## config.mk

```make
export PLATFORM = sky130hd
export DESIGN_NAME = ram16_fifo_ctrl
export DESIGN_NICKNAME = d
export VERILOG_FILES = /design/src/rtl/fifo16_pkg.sv /design/src/rtl/dpram16xw.sv /design/src/rtl/ram16x1d.sv /design/src/rtl/ram16_fifo_ctrl.sv
export SDC_FILE = /design/constraint.sdc
export NUM_CORES = 1
export LEC_CHECK = 0
export CAP_MARGIN = 20
export CORE_MARGIN = 2
export CORE_UTILIZATION = 43
export DETAILED_ROUTE_END_ITERATION = 8
export PLACE_DENSITY = 0.71
export SYNTH_ARGS = -nofsm -noshare
export SYNTH_HDL_FRONTEND = slang
export SYNTH_SLANG_ARGS = --single-unit
```

## constraint.sdc

```tcl
create_clock -name clk -period 6.3 [get_ports clk]
set_input_delay 1.26 -clock clk [delete_from_list [all_inputs] [get_ports clk]]
set_output_delay 1.26 -clock clk [all_outputs]
set_load 0.02 [all_outputs]
```

## src/rtl/fifo16_pkg.sv

```systemverilog
// Shared sizing and types for the 16-deep FIFO controller and its RAM.
package fifo16_pkg;
  localparam int ADDR_W = 4;
  localparam int DEPTH  = 16;
  localparam int CNT_W  = 5;

  typedef logic [ADDR_W-1:0] ptr_t;
  typedef logic [CNT_W-1:0]  cnt_t;
endpackage

```

## src/rtl/dpram16xw.sv

```systemverilog
// 16xWIDTH dual-port RAM built bit-sliced from 16x1 cells.
module dpram16xw
  import fifo16_pkg::*;
#(
  parameter int WIDTH = 8
) (
  input  logic             clk,
  input  logic             we,
  input  ptr_t             a,
  input  logic [WIDTH-1:0] d,
  output logic [WIDTH-1:0] spo,
  input  ptr_t             dpra,
  output logic [WIDTH-1:0] dpo
);

  for (genvar i = 0; i < WIDTH; i++) begin : g_bit
    ram16x1d u_cell (
      .clk  (clk),
      .we   (we),
      .a    (a),
      .d    (d[i]),
      .spo  (spo[i]),
      .dpra (dpra),
      .dpo  (dpo[i])
    );
  end

endmodule

```

## src/rtl/ram16x1d.sv

```systemverilog
// 16x1 dual-port distributed RAM cell: rising-edge write, asynchronous reads on both ports.
module ram16x1d
  import fifo16_pkg::*;
(
  input  logic clk,
  input  logic we,
  input  ptr_t a,
  input  logic d,
  output logic spo,
  input  ptr_t dpra,
  output logic dpo
);

  logic [DEPTH-1:0] mem;

  always_ff @(posedge clk) begin
    if (we) mem[a] <= d;
  end

  assign spo = mem[a];
  assign dpo = mem[dpra];

endmodule

```

## src/rtl/ram16_fifo_ctrl.sv

```systemverilog
// 16-deep first-word-fall-through FIFO controller: pointers, occupancy, flags and
// error pulses around a 16xWIDTH dual-port RAM (write port at wr_ptr, read port at rd_ptr).
module ram16_fifo_ctrl
  import fifo16_pkg::*;
#(
  parameter int WIDTH = 8
) (
  input  logic             clk,
  input  logic             reset_n,
  input  logic             clear,
  input  logic             wr_en,
  input  logic [WIDTH-1:0] wr_data,
  input  logic             rd_en,
  output logic [WIDTH-1:0] rd_data,
  output logic             empty,
  output logic             full,
  output logic             half_full,
  output cnt_t             count,
  output logic             overflow,
  output logic             underflow
);

  ptr_t             wr_ptr;
  ptr_t             rd_ptr;
  logic             wr_acc;
  logic             rd_acc;
  logic [WIDTH-1:0] spo_unused;

  // Accepts are gated by the registered flags, so a pop at full still frees
  // a slot only on the next edge and the concurrent write is rejected.
  assign wr_acc = wr_en & ~full  & ~clear;
  assign rd_acc = rd_en & ~empty & ~clear;

  assign empty     = (count == cnt_t'(0));
  assign full      = (count == cnt_t'(DEPTH));
  assign half_full = count[4] | count[3];

  always_ff @(posedge clk or negedge reset_n) begin
    if (!reset_n) begin
      wr_ptr    <= '0;
      rd_ptr    <= '0;
      count     <= '0;
      overflow  <= 1'b0;
      underflow <= 1'b0;
    end else if (clear) begin
      wr_ptr    <= '0;
      rd_ptr    <= '0;
      count     <= '0;
      overflow  <= 1'b0;
      underflow <= 1'b0;
    end else begin
      overflow  <= wr_en & full;
      underflow <= rd_en & empty;
      if (wr_acc) wr_ptr <= wr_ptr + 1'b1;
      if (rd_acc) rd_ptr <= rd_ptr + 1'b1;
      case ({wr_acc, rd_acc})
        2'b10:   count <= count + 1'b1;
        2'b01:   count <= count - 1'b1;
        default: count <= count;
      endcase
    end
  end

  dpram16xw #(.WIDTH(WIDTH)) u_ram (
    .clk  (clk),
    .we   (wr_acc),
    .a    (wr_ptr),
    .d    (wr_data),
    .spo  (spo_unused),
    .dpra (rd_ptr),
    .dpo  (rd_data)
  );

endmodule

```

# --- After elaboration in Yosys (flattened, before gate mapping) ---
# Cells that the tools add are included.
totals:
  output_inout_bits: 18
  input_bits: 13
  regBits: 143
  elab_cells: 72
classes:
  eq_ne: 3
  add_sub_neg: 4
  n_reduce_logical: 5
  magnitude_cmp: 3
  muxes: 34
  n_bitwise: 10
ops:
  columns: ["op", "n"]
  rows:
  - ["bitwise mux 16 bit", 8]
  - ["binary-select mux 1 bit (select 4 bit)", 8]
  - ["two-way mux 4 bit", 4]
  - ["two-way mux 1 bit", 11]
  - ["less-than comparator 4 x 5 -> 1 bit, second input constant", 2]
  - ["one-hot mux 5 bit (2 select lines)", 1]
  - ["adder 4 x 1 -> 4 bit, second input constant", 2]
  - ["AND 1 bit", 6]
  - ["adder 5 x 1 -> 5 bit, second input constant", 1]
  - ["equality test 5 bit, second input constant", 1]
  - ["logical NOT 5 bit", 1]
  - ["two-way mux 5 bit", 1]
  - ["subtractor 5 x 1 -> 5 bit, second input constant", 1]
  - ["demux 1 bit (select 4 bit)", 1]
  - [">= comparator 4 x 1 -> 1 bit, second input constant", 1]
  - ["nonzero test 2 bit", 2]
  - ["inverter 1 bit", 3]
  - ["nonzero test 3 bit", 1]
  - ["equality test 2 x 1 -> 1 bit, second input constant", 1]
  - ["equality test 2 bit, second input constant", 1]
  - ["logical AND 1 bit", 1]
  - ["OR 1 bit", 1]

# --- Longest topological paths before layout ---
# Gate-level depths: netlist (run 1).
depth:
  depth_word: 7
  depth_mapped: 10
  mapped_depth_nobuf: 9

# --- Cells and area by module ---
# Synthesis (run 1) repeated with hierarchy kept, for this count alone.
hier_totals:
  cells_unflattened: 555
  hier_area_um2: 7978.9
by_module_without_submodules:
  columns: ["mod", "seq_area_each_um2", "n_inst", "cells_per_inst", "area_per_inst_um2"]
  rows:
  - ["ram16x1d", 480.5, 8, 58, 884.6]
  - ["ram16_fifo_ctrl", 375.4, 1, 91, 902.1]

# --- Least setup slack after synthesis (run 1) ---
# No wires, ideal clock.
synth_timing:
  path_type: "input to register"
  from: "input wr_en"
  to: "register count[4]"
  setup_ps: 136
  required_ps: 6164
  cell_stages: 10
  setup_slack_ps: 3020
  arrival_ps: 3143
  path_buffers: 1
  cell_sequence: "buf_2 -> or3b_4 -> mux2i_2 -> xor2_1 -> ha_1 -> o31ai_1 -> nand2b_1 -> mux2i_1 -> mux2i_1 -> a21oi_1"
synth_between:
  elab_chain_len: 5
  elab_cells_between_ends: 7
  classes_between: "eq/ne (2); mux (2); bitwise (2); reduce/logical (1)"
synth_lines:
  columns: ["item", "line", "source"]
  rows:
  - ["from (decl)", "ram16_fifo_ctrl.sv:11", "input logic wr_en,"]
  - ["AND 1 bit * (2 in series)", "ram16_fifo_ctrl.sv:31", "assign wr_acc = wr_en & ~full & ~clear;"]
  - ["equality test 2 x 1 -> 1 bit or equality test 2 bit (tied branches)", "ram16_fifo_ctrl.sv:56", "case ({wr_acc, rd_acc})"]
  - ["one-hot mux 5 bit (2 select lines)", "ram16_fifo_ctrl.sv:56", null]
  - ["two-way mux 5 bit", "ram16_fifo_ctrl.sv:45", "end else if (clear) begin"]
  - ["to (signal assigned)", "ram16_fifo_ctrl.sv:57", "2'b10: count <= count + 1'b1;"]
  - ["to (signal assigned)", "ram16_fifo_ctrl.sv:58", "2'b01: count <= count - 1'b1;"]
  - ["to (signal assigned)", "ram16_fifo_ctrl.sv:59", "default: count <= count;"]
  - ["to (decl)", "ram16_fifo_ctrl.sv:18", "output cnt_t count,"]
# Every way passes the cells marked *; elsewhere a longest branch is shown, timed or not.
# A chain may end at the register's enable or synchronous reset.

# --- Worst setup path in the final report (run 1) ---
layout_timing:
  from: "register rd_ptr[0]"
  to: "output rd_data[0]"
layout_between:
  elab_chain_len: 2
layout_lines:
  columns: ["item", "line", "source"]
  rows:
  - ["from (decl)", "ram16_fifo_ctrl.sv:24", "ptr_t rd_ptr;"]
  - ["from (signal assigned)", "ram16_fifo_ctrl.sv:55", "if (rd_acc) rd_ptr <= rd_ptr + 1'b1;"]
  - ["binary-select mux 1 bit (select 4 bit)", "ram16x1d.sv:21", "assign dpo = mem[dpra];"]
  - ["two-way mux 1 bit (not written as such)", "ram16x1d.sv:21", null]
  - ["to (decl)", "ram16_fifo_ctrl.sv:14", "output logic [WIDTH-1:0] rd_data,"]
# No other way between the ends. The select of a mux whose other input is x is not followed.

==> results of run 1 <==
-- layer usage --
metal / GRT usage / part of all wire
met3: 0.0530 / 0.065
met1: 0.238 / 0.43
met2: 0.270 / 0.49
met5: 0 / 0
met4: 0.0682 / 0.016
-- metrics by stage --
stage	power, mW	utilization	instances
6_report	2.76	0.509	585
5_1_grt	2.87	0.509	585
4_1_cts	2.79	0.509	585
3_5_place_dp	1.79	0.466	553
3_3_place_gp	1.78	0.464	549
2_1_floorplan	1.62	-	364
-- state kept, by name, indices dropped and copies added, names as in the netlist --
signal / count
count: 5
u_ram.g_bit.u_cell.mem: 128
underflow: 1
wr_ptr: 4
overflow: 1
rd_ptr: 4
-- kinds of logic (layout without fill, tap and decap cells) --
| group | count (synthesis) | count (layout) | synth area share |
|---|---|---|---|
| buffers and inverters | 33 | 74 | 0.0304 |
| XOR/XNOR | 8 | 8 | 0.0117 |
| adder cells (fa/ha/maj) | 7 | 7 | 0.0146 |
| AND/OR/NAND/NOR | 77 | 77 | 0.0635 |
| AO/OA/AOI/OAI | 55 | 55 | 0.0585 |
| flip-flops | 143 | 143 | 0.702 |
| multiplexers | 41 | 41 | 0.120 |
-- tightest hold or removal path, delay by kind of cell (launching register included) --
| family | cells | cell delay, ns |
|---|---|---|
| flops | 1 | 0.46 |
| simple gates | 1 | 0.09 |
| compound gates | 1 | 0.06 |
-- path summary, 6_finish.rpt --
check,start,endpoint,slack [ns],depth (start not counted)
max,rd_ptr[0]$_DFFE_PN0P_,rd_data[0],1.63,5
min,count[3]$_DFFE_PN0P_,count[3]$_DFFE_PN0P_,0.65,2
max reg2reg,count[1]$_DFFE_PN0P_,count[4]$_DFFE_PN0P_,3.53,9
min reg2reg,count[3]$_DFFE_PN0P_,count[3]$_DFFE_PN0P_,0.65,2
max in group asynchronous,reset_n,rd_ptr[0]$_DFFE_PN0P_,4.51,1
min in group asynchronous,reset_n,wr_ptr[1]$_DFFE_PN0P_,1.28,1
-- layout by cell type (no fill, tap or decap), drive strengths merged --
| master | n |
|---|---|
| inv | 8 |
| a211oi | 10 |
| a32oi | 5 |
| and3b | 1 |
| nand3 | 4 |
| xnor2 | 2 |
| nand2 | 16 |
| clkinvlp | 2 |
| nor3b | 1 |
| or3b | 1 |
| edfxtp | 128 |
| buf | 6 |
| a22oi | 4 |
| mux4 | 24 |
| a21boi | 1 |
| clkbuf | 17 |
| nand4 | 1 |
| nand3b | 1 |
| ha | 7 |
| mux2 | 4 |
| or4 | 1 |
| xor2 | 6 |
| o41ai | 1 |
| a31oi | 1 |
| a21oi | 16 |
| nor4 | 1 |
| clkdlybuf4s50 | 30 |
| o31ai | 2 |
| a221oi | 1 |
| nor2 | 31 |
| mux2i | 13 |
| or2 | 1 |
| clkinv | 8 |
| o21ai | 14 |
| or2b | 2 |
| nor3 | 5 |
| dfrtp | 15 |
| nor2b | 7 |
| bufinv | 3 |
| nand2b | 4 |
-- area by class of cell --
cell class	instances	area [µm²]	share of cell area
clock buffers	17	425	0.0607
flip-flops and latches	143	4220	0.602
well taps	180	225	0.0321
inverters	6	22.5	0.00321
multi-input cells	188	1610	0.230
repair buffers	36	340	0.0485
clock inverters	15	168	0.0239
-- power by group through the flow --
stage                     logic, mW  clock network (mW)  registers (mW)
after floorplan               0.487                   0            1.13
after global placement        0.598                   0            1.18
after detailed placement      0.610                   0            1.18
after CTS                     0.615                1.01            1.17
after global routing          0.652                1.05            1.18
final                         0.606               0.992            1.16
==> results.cfg, run 1 <==
[routing]
via_per_inst = 5.62
routedWlPerCell_um = 20.5
route.vias.total = 3287
drt_iter0_markers = 485
wl_mm = 12.0
dr.pass1.iters = 5
ant_nets = 0
drcViolationCount = 0

[sta]
post-route-period-util = 0.741
hold_violations = 0
finalClockSkew_ns = 0.00797
period_needed_ns = 4.67
setup_viol = 0
finalMaxSlewViolations = 0
tightest_slew_ns = 1.04
timing.setup.tns_ns = 0
rsz0062_at_grt = no
max_freq_mhz = 214
timing.final.ws_setup_ns = 1.63
maxSlewHeadroom = 0.302
holdWs_ns = 0.646

[clock_tree]
root_buffer = clkbuf_16
cts_tree = done
cts_buffers = 17
post_cts_buffers = 0
clkLatencyLatePin_ns = 0.42
cts_resized = 0
htreeDepth = 4
clkTransAtPathRegs_ns = 0.06
cts_sinks = 143
max-clock-path-buffers = 2
hold_buffers = 0

[die]
coreArea_um2 = 13800
die_w_um = 122
die_h_um = 122
io-pin-count = 31
std_cell_rows = 43
die-area_um2 = 14900
start_util = 0.437

[place]
port_buffers = 30
gp_congestion = 0.802
place_ws_ns = 1.98
placed_area_um2 = 6420
dpl.hpwl_mm = 7.89

[synth]
yosysWarningCount = 0
synth_top_area_frac = 0.639
ys_top_cells_by_count = 128 x edfxtp_1, 31 x nor2_1, 24 x mux4_2
syn_inst = 364
synth_cell_type_count = 39
synth-edff-count = 128
syn_area_per_cell_um2 = 16.5
syn_nets = 384
syn_area_um2 = 6010
synth_seq_cells = 143
ys.flop_type = edfxtp_1
ys_top_cells_by_area = edfxtp_1 64%, mux4_2 9.0%, dfrtp_1 6.2%, mux2i_1 2.0%, nor2_1 1.9%
ys_async_sr_fraction = 0.105
seq_area_frac_synth = 0.702
synth.most_common_cell = edfxtp_1
yosys.area.top_type = edfxtp_1

[layout]
layout-drive-gt1-share = 0.165
syn_to_final_growth_pct = 16.6
antennaDiodeCount = 0
nets = 412
fill_cells = 1149
final_cell_area_um2 = 7010

[setup_path]
arrival_ns = 3.41
cp_slowest_stage_delay_ns = 0.92
worstPathRequired_ns = 5.04
cp_top_family = buffers and inverters
crit_chain = buf_4 > mux4_2 > a22oi_1 > o21ai_0 > clkdlybuf4s50_1
cp-start-kind = flop
cp_num_buf_inv = 2
crit_fanout = 33
cp_slowest_cell = dfrtp_2
worstSetupEndpointType = output pin
path_class = flop to output pin

[pwr]
ir_worst_vdd_mv = 0.250
p_comb_frac = 0.220
internal_power_mw = 2.00
leakagePower_nw = 2.30
p_seq_frac = 0.421
switching_share = 0.276
p_clk_frac = 0.359
power_density_nw_per_um2 = 394
p_sw_uw = 761

[job]
cap_viol_max_count = 0

[global_route]
antenna_found_initial = 0
grt_usage = 0.176
grt_max_degree = 34
gr-total-overflow = 0
grt_pass1_wl_mm = 18.8
grt_pass1_vias = 3335

[worst_hold_path]
min_path_type = flop to flop

[run_status]
outcome = completed
Note: power is estimated with default switching activity, not from simulation.
==> run 2, diff against run 1 <==
- clock period: 6.3 -> 4.4 ns (I/O delays scaled with it)
==> results.cfg, run 2 (synthesized netlist as in run 1, its figures left out) <==
[run_status]
outcome = completed

[die]
start_util = 0.437
std_cell_rows = 43
io-pin-count = 31
die-area_um2 = 14900
die_w_um = 122
die_h_um = 122
coreArea_um2 = 13800

[pwr]
internal_power_mw = 2.73
power_density_nw_per_um2 = 549
switching_share = 0.295
p_clk_frac = 0.340
p_comb_frac = 0.237
ir_worst_vdd_mv = 0.384
power_mw = 3.86
p_seq_frac = 0.423
leakagePower_nw = 2.32
p_sw_mw = 1.14

[setup_path]
r2r_slack_ns = 1.74
r2r_end = count[4]$_DFFE_PN0P_
cp-start-kind = flop
r2r-start = count[1]$_DFFE_PN0P_
arrival_ns = 2.97
ff2ff_path_depth = 9
worstSetupEndpointType = output pin
path_class = flop to output pin
worstPathRequired_ns = 3.52
crit_fanout = 13

[layout]
largest_reg_flops = 128
layout-drive-gt1-share = 0.189
largest-register = u_ram.g_bit.u_cell.mem
antennaDiodeCount = 0
reg_top3 = u_ram.g_bit.u_cell.mem: 128 flops, count: 5 flops
most-common-layout-cells = 128 x edfxtp_1, 31 x nor2_1, 30 x clkdlybuf4s50_1, 24 x mux4_2, 17 x clkbuf_16
nets = 419
fin_cells = 592
final_common_cell = edfxtp_1
syn_to_final_growth_pct = 17.1

[global_route]
antenna_found_initial = 0
grt_pass1_vias = 3218
gr-total-overflow = 0
grt_max_degree = 31
grt_pass1_wl_mm = 18.6
grt_usage = 0.172

[clock_tree]
cts_buffers = 17
cts_sinks = 143
clkLatencyLatePin_ns = 0.42
clkTransAtPathRegs_ns = 0.06
htreeDepth = 4
root_buffer = clkbuf_16
cts_tree = done
cts_resized = 0
post_cts_buffers = 0
max-clock-path-buffers = 2
hold_buffers = 0

[routing]
dr.pass1.iters = 4
ant_nets = 0
route.vias.total = 3201
routedWlPerCell_um = 19.5
wl_mm = 11.5
drt_iter0_markers = 320
drcViolationCount = 0
via_per_inst = 5.41

[sta]
post-route-period-util = 0.875
finalMaxSlewViolations = 0
tightest_slew_ns = 0.871
setup_viol = 0
hold_violations = 0
finalClockSkew_ns = 0.00863
rsz0062_at_grt = no
period_needed_ns = 3.85
timing.setup.tns_ns = 0
maxSlewHeadroom = 0.417
max_freq_mhz = 260
timing.final.ws_setup_ns = 0.552

[place]
dpl.hpwl_mm = 7.55
gp_congestion = 0.797
dpl.cell_count = 560
place_ws_ns = 0.747
port_buffers = 30

[job]
cap_viol_max_count = 0

[worst_hold_path]
min_path_type = flop to flop
worstHoldStart = wr_ptr[0]$_DFFE_PN0P_
whs_endpoint = wr_ptr[0]$_DFFE_PN0P_
holdPathStages = 2
-- run 2: final cells by class --
class	instances	area, µm²
clock buffers	17	425
clock inverters	15	124
fillers	1152	6740
inverters	6	22.5
multi-input cells	188	1610
flip-flops and latches	143	4220
well taps	180	225
repair buffers	43	410
-- run 2: worst max-delay path by stage --
stage	slack, ns	start	depth (start not counted)	end
after global placement	0.84	rd_en	10	count[4]$_DFFE_PN0P_
after floorplan	1.50	wr_en	10	count[4]$_DFFE_PN0P_
after CTS	0.50	rd_ptr[0]$_DFFE_PN0P_	5	rd_data[0]
after global routing	0.26	rd_ptr[2]$_DFFE_PN0P_	6	rd_data[3]
after detailed placement	0.75	rd_en	10	count[4]$_DFFE_PN0P_
final	0.55	rd_ptr[2]$_DFFE_PN0P_	6	rd_data[3]
-- run 2: worst max-delay path, cell delays in order, from the launching register on --
cell and delay (ns):
dfrtp_1 0.48, inv_1 0.27, nor2_1 0.61, a211oi_1 0.25
a32oi_1 0.26, o21ai_0 0.13, clkdlybuf4s50_1 0.56
-- run 2: per-layer routing --
layer	up-vias	routed length, µm	GRT usage
met1	1613	5190	0.243
met4	0	117	0.0560
met3	9	598	0.0465
li1	1488	-	-
met5	-	0	0
met2	91	5620	0.262
-- run 2: power by group through the flow --
stage          sequential, mW  combinational, mW  clock (mW)
3_5_place_dp             1.67              0.923           0
4_1_cts                  1.64              0.928        1.34
6_report                 1.64              0.914        1.31
3_3_place_gp             1.66              0.917           0
2_1_floorplan            1.62              0.697           0
5_1_grt                  1.65              0.990        1.40
-- run 2: through the flow --
step,area [µm²],hold WS [ns],utilization
2_1_floorplan,6010,0.577,-
3_3_place_gp,6490,0.617,0.471
3_5_place_dp,6490,0.637,0.471
4_1_cts,7040,0.652,0.511
5_1_grt,7040,0.698,0.511
6_report,7040,0.651,0.511
==> run 3, diff against run 2 <==
- ABC_CLOCK_PERIOD_IN_PS: not set -> 4400
==> results of run 3 <==
No change in the layout: final DEF, timing and power equal those of run 2.
